[config.mk]
export PLATFORM = sky130hd
export DESIGN_NAME = memory
export DESIGN_NICKNAME = d
export VERILOG_FILES = /design/src/rtl/cpu_pkg.sv /design/src/rtl/lsu_align.sv /design/src/rtl/memory.sv
export SDC_FILE = /design/constraint.sdc
export NUM_CORES = 1
export LEC_CHECK = 0
export CORE_UTILIZATION = 50
export DETAILED_ROUTE_END_ITERATION = 12
export PLACE_DENSITY = 0.85
export SETUP_SLACK_MARGIN = 0.4
export SLEW_MARGIN = 20
export SYNTH_ARGS = -nofsm -noshare
export SYNTH_HDL_FRONTEND = slang
export SYNTH_SLANG_ARGS = --single-unit
[constraint.sdc]
create_clock -name clk -period 2.66 [get_ports clk]
set_input_delay 0.399 -clock clk [delete_from_list [all_inputs] [get_ports clk]]
set_output_delay 0.399 -clock clk [all_outputs]
set_load 0.005 [all_outputs]
[src/rtl/cpu_pkg.sv]
// Shared CPU definitions: funct3 access codes, size fields,
// MEM stage state encoding and the latched memory-op bundle.
package cpu_pkg;

    localparam logic [2:0] F3_B  = 3'b000;
    localparam logic [2:0] F3_H  = 3'b001;
    localparam logic [2:0] F3_W  = 3'b010;
    localparam logic [2:0] F3_BU = 3'b100;
    localparam logic [2:0] F3_HU = 3'b101;

    localparam logic [1:0] SZ_B = 2'b00;
    localparam logic [1:0] SZ_H = 2'b01;

    typedef enum logic [1:0] {
        MEM_IDLE  = 2'd0,
        MEM_READ  = 2'd1,
        MEM_WRITE = 2'd2,
        MEM_DONE  = 2'd3
    } mem_state_t;

    typedef struct packed {
        logic        load;
        logic        store;
        logic        regwrite;
        logic [2:0]  funct3;
        logic [31:0] addr;
        logic [31:0] sdata;
        logic [4:0]  rd;
    } mem_op_t;

endpackage

[src/rtl/lsu_align.sv]
// Load lane select/extension and sub-word store merge.
// Sizes 1x behave as word; funct3[2] selects zero-extension.
module lsu_align
    import cpu_pkg::*;
(
    input  logic [2:0]  funct3,
    input  logic [1:0]  addr_lo,
    input  logic [31:0] rdata,
    input  logic [31:0] sdata,
    output logic [31:0] load_data,
    output logic [31:0] store_word
);

    logic [7:0]  byte_v;
    logic [15:0] half_v;
    logic        sext;

    always_comb begin
        byte_v = rdata[7:0];
        unique case (addr_lo)
            2'd0: byte_v = rdata[7:0];
            2'd1: byte_v = rdata[15:8];
            2'd2: byte_v = rdata[23:16];
            2'd3: byte_v = rdata[31:24];
            default: byte_v = rdata[7:0];
        endcase
        half_v = addr_lo[1] ? rdata[31:16] : rdata[15:0];
        sext = ~funct3[2];
    end

    always_comb begin
        load_data = rdata;
        unique case (1'b1)
            funct3[1:0] == SZ_B:
                load_data = {{24{sext & byte_v[7]}}, byte_v};
            funct3[1:0] == SZ_H:
                load_data = {{16{sext & half_v[15]}}, half_v};
            default:
                load_data = rdata;
        endcase
    end

    always_comb begin
        store_word = sdata;
        unique case (1'b1)
            funct3[1:0] == SZ_B: begin
                store_word = rdata;
                unique case (addr_lo)
                    2'd0: store_word[7:0]   = sdata[7:0];
                    2'd1: store_word[15:8]  = sdata[7:0];
                    2'd2: store_word[23:16] = sdata[7:0];
                    2'd3: store_word[31:24] = sdata[7:0];
                    default: store_word = rdata;
                endcase
            end
            funct3[1:0] == SZ_H: begin
                if (addr_lo[1])
                    store_word = {sdata[15:0], rdata[15:0]};
                else
                    store_word = {rdata[31:16], sdata[15:0]};
            end
            default:
                store_word = sdata;
        endcase
    end

endmodule

[src/rtl/memory.sv]
// MEM pipeline stage: loads, stores and sub-word RMW on a word RAM.
// Optional MEM_MISALIGN_TRAP_EN adds the misaligned output/trap.
module memory
    import cpu_pkg::*;
#(
    parameter int READ_LATENCY = 1
) (
    input  logic        clk,
    input  logic        rst,
    input  logic        in_valid,
    output logic        ready,
    input  logic        in_MemRead,
    input  logic        in_MemWrite,
    input  logic        in_RegWrite,
    input  logic [2:0]  in_funct3,
    input  logic [31:0] in_result,
    input  logic [31:0] in_store_data,
    input  logic [4:0]  in_rd,
    output logic [31:0] ram_address,
    output logic [31:0] ram_data_in,
    output logic        ram_write_enable,
    input  logic [31:0] ram_data_out,
    output logic        mem_done,
    output logic [31:0] data_out,
    output logic [31:0] result_alu,
    output logic [4:0]  rd_out,
    output logic        RegWrite_out,
    output logic        MemToReg_out
`ifdef MEM_MISALIGN_TRAP_EN
    ,
    output logic        misaligned
`endif
);

    localparam int CW = (READ_LATENCY > 1) ? $clog2(READ_LATENCY) : 1;
    localparam logic [CW-1:0] CNT_LAST = CW'(READ_LATENCY - 1);

    mem_state_t  state;
    mem_op_t     op;
    mem_op_t     in_op;
    mem_op_t     cur;
    logic [CW-1:0] cnt;

    logic        is_mem;
    logic        is_word;
    logic        is_half;
    logic        trap;
    logic        go_done;
    logic        go_write;
    logic        go_read;
    logic        rd_last;
    logic        accept;
    logic        enter_done;
    logic [31:0] ld_data;
    logic [31:0] st_word;

    always_comb begin
        in_op.load     = in_MemRead & ~in_MemWrite;
        in_op.store    = in_MemWrite;
        in_op.regwrite = in_RegWrite;
        in_op.funct3   = in_funct3;
        in_op.addr     = in_result;
        in_op.sdata    = in_store_data;
        in_op.rd       = in_rd;
    end

    // Decode from live inputs while idle, from the latched op afterwards.
    assign cur = (state == MEM_IDLE) ? in_op : op;

    assign is_mem  = cur.load | cur.store;
    assign is_word = cur.funct3[1];
    assign is_half = (cur.funct3[1:0] == SZ_H);

`ifdef MEM_MISALIGN_TRAP_EN
    assign trap = is_mem &
                  ((is_half & cur.addr[0]) |
                   (is_word & (cur.addr[1:0] != 2'b00)));
`else
    assign trap = 1'b0;
`endif

    assign go_done  = trap | ~is_mem;
    assign go_write = ~trap & cur.store & is_word;
    assign go_read  = ~trap & (cur.load | (cur.store & ~is_word));

    assign rd_last = (cnt == CNT_LAST);
    assign accept  = (state == MEM_IDLE) & in_valid;

    assign enter_done = (accept & go_done) |
                        ((state == MEM_READ) & rd_last & cur.load) |
                        (state == MEM_WRITE);

    lsu_align u_align (
        .funct3     (cur.funct3),
        .addr_lo    (cur.addr[1:0]),
        .rdata      (ram_data_out),
        .sdata      (cur.sdata),
        .load_data  (ld_data),
        .store_word (st_word)
    );

    always_ff @(posedge clk or negedge rst) begin
        if (!rst) begin
            state            <= MEM_IDLE;
            op               <= '0;
            cnt              <= '0;
            ready            <= 1'b1;
            ram_address      <= '0;
            ram_data_in      <= '0;
            ram_write_enable <= 1'b0;
            mem_done         <= 1'b0;
            data_out         <= '0;
            result_alu       <= '0;
            rd_out           <= '0;
            RegWrite_out     <= 1'b0;
            MemToReg_out     <= 1'b0;
`ifdef MEM_MISALIGN_TRAP_EN
            misaligned       <= 1'b0;
`endif
        end else begin
            mem_done         <= 1'b0;
            ram_write_enable <= 1'b0;
            unique case (state)
                MEM_IDLE: begin
                    if (in_valid) begin
                        op    <= in_op;
                        cnt   <= '0;
                        ready <= 1'b0;
                        if (go_read | go_write)
                            ram_address <= {in_result[31:2], 2'b00};
                        unique case (1'b1)
                            go_done:  state <= MEM_DONE;
                            go_write: begin
                                state            <= MEM_WRITE;
                                ram_data_in      <= st_word;
                                ram_write_enable <= 1'b1;
                            end
                            go_read:  state <= MEM_READ;
                            default:  state <= MEM_DONE;
                        endcase
                    end
                end
                MEM_READ: begin
                    if (!rd_last) begin
                        cnt <= cnt + 1'b1;
                    end else if (op.load) begin
                        state <= MEM_DONE;
                    end else begin
                        state            <= MEM_WRITE;
                        ram_data_in      <= st_word;
                        ram_write_enable <= 1'b1;
                    end
                end
                MEM_WRITE: state <= MEM_DONE;
                MEM_DONE: begin
                    state <= MEM_IDLE;
                    ready <= 1'b1;
                end
                default: state <= MEM_IDLE;
            endcase
            if (enter_done) begin
                mem_done     <= 1'b1;
                data_out     <= (cur.load & ~trap) ? ld_data : 32'd0;
                result_alu   <= cur.addr;
                rd_out       <= cur.rd;
                RegWrite_out <= cur.regwrite & ~trap;
                MemToReg_out <= cur.load;
`ifdef MEM_MISALIGN_TRAP_EN
                misaligned   <= trap;
`endif
            end
        end
    end

endmodule

After elaboration in Yosys (flattened, before gate mapping)
Index checks and enable logic that the tools add are counted.
- bits in registers: 214
- bits in latches: 0
- RAM bits: 0
- bits in read-only memories: 0
- input bits: 110
- output and inout port bits: 138
- memories: 0
- add/subtract/negate cells: 1
- $mul: 0
- divide/modulo/power cells: 0
- $lt $le $gt $ge: 0
- eq/ne operators: 11
- shifts and indexed selects: 0
- mux-type cells: 31
- bitwise gates (word level): 19
- reduce and logical (&&, ||, !) cells: 11
- operator list (kind ; count):
    two-way mux 32 bit ; 6
    one-hot mux 32 bit (2 select lines) ; 3
    two-way mux 75 bit ; 1
    two-way mux 8 bit ; 4
    one-hot mux 8 bit (4 select lines) ; 1
    two-way mux 16 bit ; 1
    AND 1 bit ; 9
    equality test 2 bit (second input constant) ; 4
    two-way mux 1 bit ; 8
    != test 2 bit (second input constant) ; 4
    one-hot mux 2 bit (4 select lines) ; 1
    AND reduction 2 bit ; 4
    equality test 2 x 1 -> 1 bit (second input constant) ; 3
    zero test 2 bit ; 3
    one-hot mux 1 bit (2 select lines) ; 3
    NOT 1 bit ; 5
    bitwise OR 1 bit ; 5
    AND reduction 5 bit ; 1
    two-way mux 2 bit ; 2
    one-hot mux 2 bit (2 select lines) ; 1
    nonzero test 2 bit ; 2
    AND reduction 3 bit ; 1
    adder 1 bit (second input constant) ; 1

Longest topological paths before layout
- depth in word-level cells: 9
- mapped depth: 12

Modules after synthesis
Synthesis repeated with hierarchy kept, for this count alone.
- cells, all modules: 856
- area total of the unflattened synthesis: 10943.0 µm²
- modules (own cells, without submodules) (module ; times used ; cells each ; area an instance (µm²)):
    memory ; 1 ; 632 ; 9265.1
    lsu_align ; 1 ; 224 ; 1677.9

Worst setup path before layout
No wires, ideal clock.
- kind: reg-to-reg
- start: reg state[0]
- end: reg data_out[22]
- data arrival time: 2141 ps
- data required time: 2534 ps
- path slack: 393 ps
- cell stages (with the launch flop): 9
- buffers on the path: 1
- period minus slack after synthesis: 2267 ps
- path through: dfrtp_1 -> inv_1 -> ha_1 -> mux2i_4 -> mux2i_1 -> nor3_2 -> o211a_4 -> buf_8 -> a221o_1
- cells in the longest elaborated chain, start to end: 7
- elaborated cells on any way between the ends: 25
- classes of those cells: eq/ne: 6; mux: 5; bitwise: 11; reduce/logical: 3
- ends and longest elaborated chain (item ; RTL line ; RTL):
    start: declaration ; memory.sv:38 ; mem_state_t state;
    start signal: assignment ; memory.sv:104 ; state <= MEM_IDLE;
    start signal: assignment ; memory.sv:132 ; go_done: state <= MEM_DONE;
    start signal: assignment ; memory.sv:134 ; state <= MEM_WRITE;
    zero test 2 bit ; memory.sv:68, memory.sv:87 ;
    two-way mux 75 bit ; memory.sv:68 ; assign cur = (state == MEM_IDLE) ? in_op : op;
    equality test 2 bit (tied with other cells) ; lsu_align.sv:20 ; unique case (addr_lo)
    one-hot mux 8 bit (4 select lines) / NOT 1 bit (equally long branches) ; lsu_align.sv:20, memory.sv:82 ;
    AND 1 bit (on tied branches) ; lsu_align.sv:35, memory.sv:89 ;
    one-hot mux 32 bit (2 select lines) / bitwise OR 1 bit (equally long branches) ; lsu_align.sv:33, memory.sv:89 ;
    two-way mux 32 bit / bitwise OR 1 bit (equally long branches) ; memory.sv:163, memory.sv:90 ;
    end signal: assignment ; memory.sv:163 ; data_out <= (cur.load & ~trap) ? ld_data : 32'd0;
    end: declaration ; memory.sv:24 ; output logic [31:0] data_out,
Parallel ways exist; a longest one is shown, timed or not.
A chain may end at the register's enable or synchronous reset.

Worst setup path in the final report
- start: reg op[37] (netlist bit)
- end: reg ram_data_in[3]
- cells in the longest elaborated chain, start to end: 7
- elaborated cells on any way between the ends: 9
- classes of those cells: mux: 8; reduce/logical: 1
- ends and longest elaborated chain (item ; RTL line ; RTL):
    start: declaration ; memory.sv:39 ; mem_op_t op;
    start signal: assignment ; memory.sv:126 ; op <= in_op;
    two-way mux 75 bit (*) ; memory.sv:68 ;
    zero test 2 bit (*) ; lsu_align.sv:48 ; unique case (addr_lo)
    two-way mux 8 bit (*) ; lsu_align.sv:48 ;
    one-hot mux 32 bit (2 select lines) (*) ; lsu_align.sv:45 ; unique case (1'b1)
    two-way mux 32 bit (on tied branches) ; memory.sv:146, memory.sv:131 ;
    two-way mux 32 bit (on tied branches) ; memory.sv:144, memory.sv:125 ;
    one-hot mux 32 bit (2 select lines) (*) ; memory.sv:123 ; unique case (state)
    end signal: assignment ; memory.sv:135 ; ram_data_in <= st_word;
    end signal: assignment ; memory.sv:150 ; ram_data_in <= st_word;
    end: declaration ; memory.sv:20 ; output logic [31:0] ram_data_in,
Every way passes the cells marked *; elsewhere a longest branch is shown, timed or not. The select of a mux whose other input is x is not followed.

==> results.yml <==
power:
  switching_share_pct: 36.07
  peakVddDrop_mv: 0.8844
  p_switching_mw: 6.641
  pwr-share-clk_pct: 16.9
  combinationalPowerShare_pct: 51.2
  power.internal_mw: 11.77
  seqPwrFrac_pct: 32.0
  p_per_area_nw_per_um2: 1305
  leakage_nw: 6.004
final_layout:
  fin_area_um2: 14110
  antenna_cells: 0
  layout_common_cells: "244 x clkdlybuf4s50_1, 211 x dfrtp_1, 123 x mux2_2"
  finalNetCount: 1263
  multi_input_area_um2: 4727
  fillers: 1444
  final_common_cell: "clkdlybuf4s50_1"
  seqCellArea_um2: 5306
  stdcell_count: 1435
  drive_above_1_share_pct: 20.86
  fin_util_pct: 69.50
  synthToLayoutAreaGrowth_pct: 35.47
yosys:
  synthFlopType: "dfrtp_1"
  synth_area_um2: 10410
  synth_seq_cells: 212
  synth_top_area_share_pct: 50.70
  synth.distinct_cells: 61
  async_flop_share_pct: 100.0
  synth_top_area_cell: "dfrtp_1"
  avgSynthCellArea_um2: 11.66
  synth_edf_count: 0
  synth-seq-area-share_pct: 50.96
  yosysWarnings: 0
  synthCells: 893
  yosys-top-cells-area: "dfrtp_1 51%, mux2_2 13%, mux2i_1 8.0%, nand2_1 3.6%, o21ai_0 3.2%"
sta:
  slew_violations: 0
  min_period_ns: 2.214
  finalHoldViolations: 0
  setup_tns_ns: 0
  skew_ns: 0.01104
  tightestPinTransition_ns: 0.6528
  setup_violations: 0
  rsz0062_at_grt: "yes"
  slew_headroom_pct: 55.23
  period_share_pct: 83.22
  fmax_ghz: 0.4517
run:
  maxCapViolCount: 0
clocking:
  clock_path_buffers: 3
  htreeDepth: 1
  cts.sinks: 212
  clk_latency_ns: 0.51
  clkTransAtPathRegs_ns: 0.07
  clock-root-buffer: "clkbuf_16"
  cts_buffers: 23
  cts_tree: "built"
global_routing:
  grt_pass1_vias: 8265
  grt-ovfl-total: 0
  grt_max_degree: 71
  antenna_found_initial: 2
  grt_pass1_wl_um: 46540
  grt_usage_pct: 27.64
status:
  status: "finished clean"
worst_setup_path:
  critical_path_arrival_ns: 2.61
  worstReg2RegStart: "op[37]"
  cp.required_ns: 3.06
  crit_type: "register to register"
  endpoint: "ram_data_in[3]"
  r2r_slack_ns: 0.45
  crit_chain: "nand2b_1 -> o32a_1 -> and2_1 -> buf_4 -> mux2i_1 -> o21ai_0"
  max_stage_delay_ns: 0.73
  rr_worst_depth: 6
  cp_slowest_cell: "dfrtp_1"
  rr_endpoint: "ram_data_in[3]"
  critical_path.max_fanout: 16
  end_kind: "register"
  crit_start: "op[37]"
  startpoint_type: "register"
drt:
  routed_wl_um: 29780
  wl_per_cell_um: 20.76
  viasPerCell: 5.836
  via_count: 8374
  drc: 0
  drt_iter0_drc: 581
  drtPass1Iterations: 6
  antenna_left: 0
place:
  place_area_um2: 13140
  gp_congestion: 0.9580
  numPlacedInstances: 1378
  hpwl_um: 20810
  io_buffers: 245
die:
  die_y_um: 146.3
  core-area_um2: 20300
  start_util_pct: 51.30
  die_w_um: 146.3
  num_rows: 52
  die_area_um2: 21410
  io_pins: 248
hold_path:
  hold_path_class: "primary input to async pin"
==> layout make-up <==
class	instances	share of cell area, %
multi-input cells	607	33.51
inverters	9	0.2395
repair buffers	296	21.08
flip-flops and latches	212	37.61
clock inverters	6	0.4080
clock buffers	35	4.754
well taps	270	2.395
==> kinds of logic after synthesis <==
| kind of cell | share of synthesized area, % |
|---|---|
| flops | 50.96 |
| simple gates | 7.678 |
| buf+inv | 4.481 |
| compound gates | 13.46 |
| fa+ha+maj | 0.4806 |
| mux | 22.91 |
| other cells | 0.03601 |
==> critical path: cells and delay by family, from the launching register on <==
| family | cells | cell delay (ns) |
|---|---|---|
| AND/OR/NAND/NOR | 2 | 0.45 |
| buffers and inverters | 1 | 0.21 |
| multiplexers | 1 | 0.12 |
| AO/OA/AOI/OAI | 2 | 0.59 |
| flip-flops | 1 | 0.73 |
==> metal layers <==
layer / vias to the layer above / GRT usage [%] / routed length, µm
li1: 3793 / - / -
met1: 4070 / 36.69 / 11880
met2: 435 / 43.29 / 13640
met3: 72 / 7.875 / 3223
met4: 4 / 9.896 / 1014
met5: - / 0 / 27
==> flip-flops by register name, indices dropped and copies added, names as in the netlist, 2 cells and up <==
| signal | count |
|---|---|
| data_out | 32 |
| op | 74 |
| ram_address | 30 |
| ram_data_in | 32 |
| rd_out | 5 |
| result_alu | 32 |
| state | 2 |
==> power groups by stage <==
stage	Combinational [mW]	Clock, mW	Sequential [mW]
3_3_place_gp	8.70	0	5.82
5_1_grt	10.2	3.28	6.06
3_5_place_dp	8.93	0	5.91
2_1_floorplan	5.40	0	5.72
4_1_cts	9.21	3.14	5.86
6_report	9.42	3.10	5.89
==> Yosys cell counts (all sizes together) (2+ instances only) <==
| master | n |
|---|---|
| dfrtp | 211 |
| mux2 | 128 |
| nand2 | 100 |
| o21ai | 90 |
| mux2i | 88 |
| buf | 50 |
| a21oi | 30 |
| nor2 | 29 |
| clkbuf | 17 |
| a221o | 16 |
| a32oi | 14 |
| a211oi | 10 |
| nand2b | 10 |
| nand3 | 10 |
| o22ai | 10 |
| inv | 9 |
| a32o | 8 |
| and3 | 8 |
| a2111oi | 7 |
| a221oi | 7 |
| nor3 | 6 |
| ha | 4 |
| a22o | 2 |
| a311o | 2 |
| and2 | 2 |
| nor2b | 2 |
| nor3b | 2 |
| o22a | 2 |
| o31ai | 2 |
==> how the worst min path moves through the flow <==
stage          startpoint           end  slack, ns
2_1_floorplan         rst  MemToReg_out       0.10
6_report              rst  data_out[16]       0.37
3_3_place_gp          rst  data_out[19]       0.31
3_5_place_dp          rst  data_out[26]       0.31
5_1_grt               rst  data_out[26]       0.38
4_1_cts               rst  data_out[24]       0.37
==> what timing repair did <==
item | in CTS | in global routing
endpoints found under the hold margin | 29 | 0
resized for setup | 4 | 14
buffers inserted | 9 | 4
cloned | 1 | 1
pin swaps | 4 | 4
setup endpoints to repair | 112 | 57
hold buffers | 1 | 0
==> through the flow <==
| step | worst slack, ns | hold WS, ns | total power [mW] |
|---|---|---|---|
| 3_5_place_dp | 0.2152 | 0.3150 | 14.84 |
| 2_1_floorplan | 0.4379 | 0.1034 | 11.12 |
| 5_1_grt | 0.3493 | 0.3845 | 19.50 |
| 3_3_place_gp | 0.2716 | 0.3127 | 14.52 |
| 6_report | 0.4464 | 0.3706 | 18.41 |
| 4_1_cts | 0.4227 | 0.3670 | 18.22 |
No activity file was read; power rests on OpenSTA's default activity.
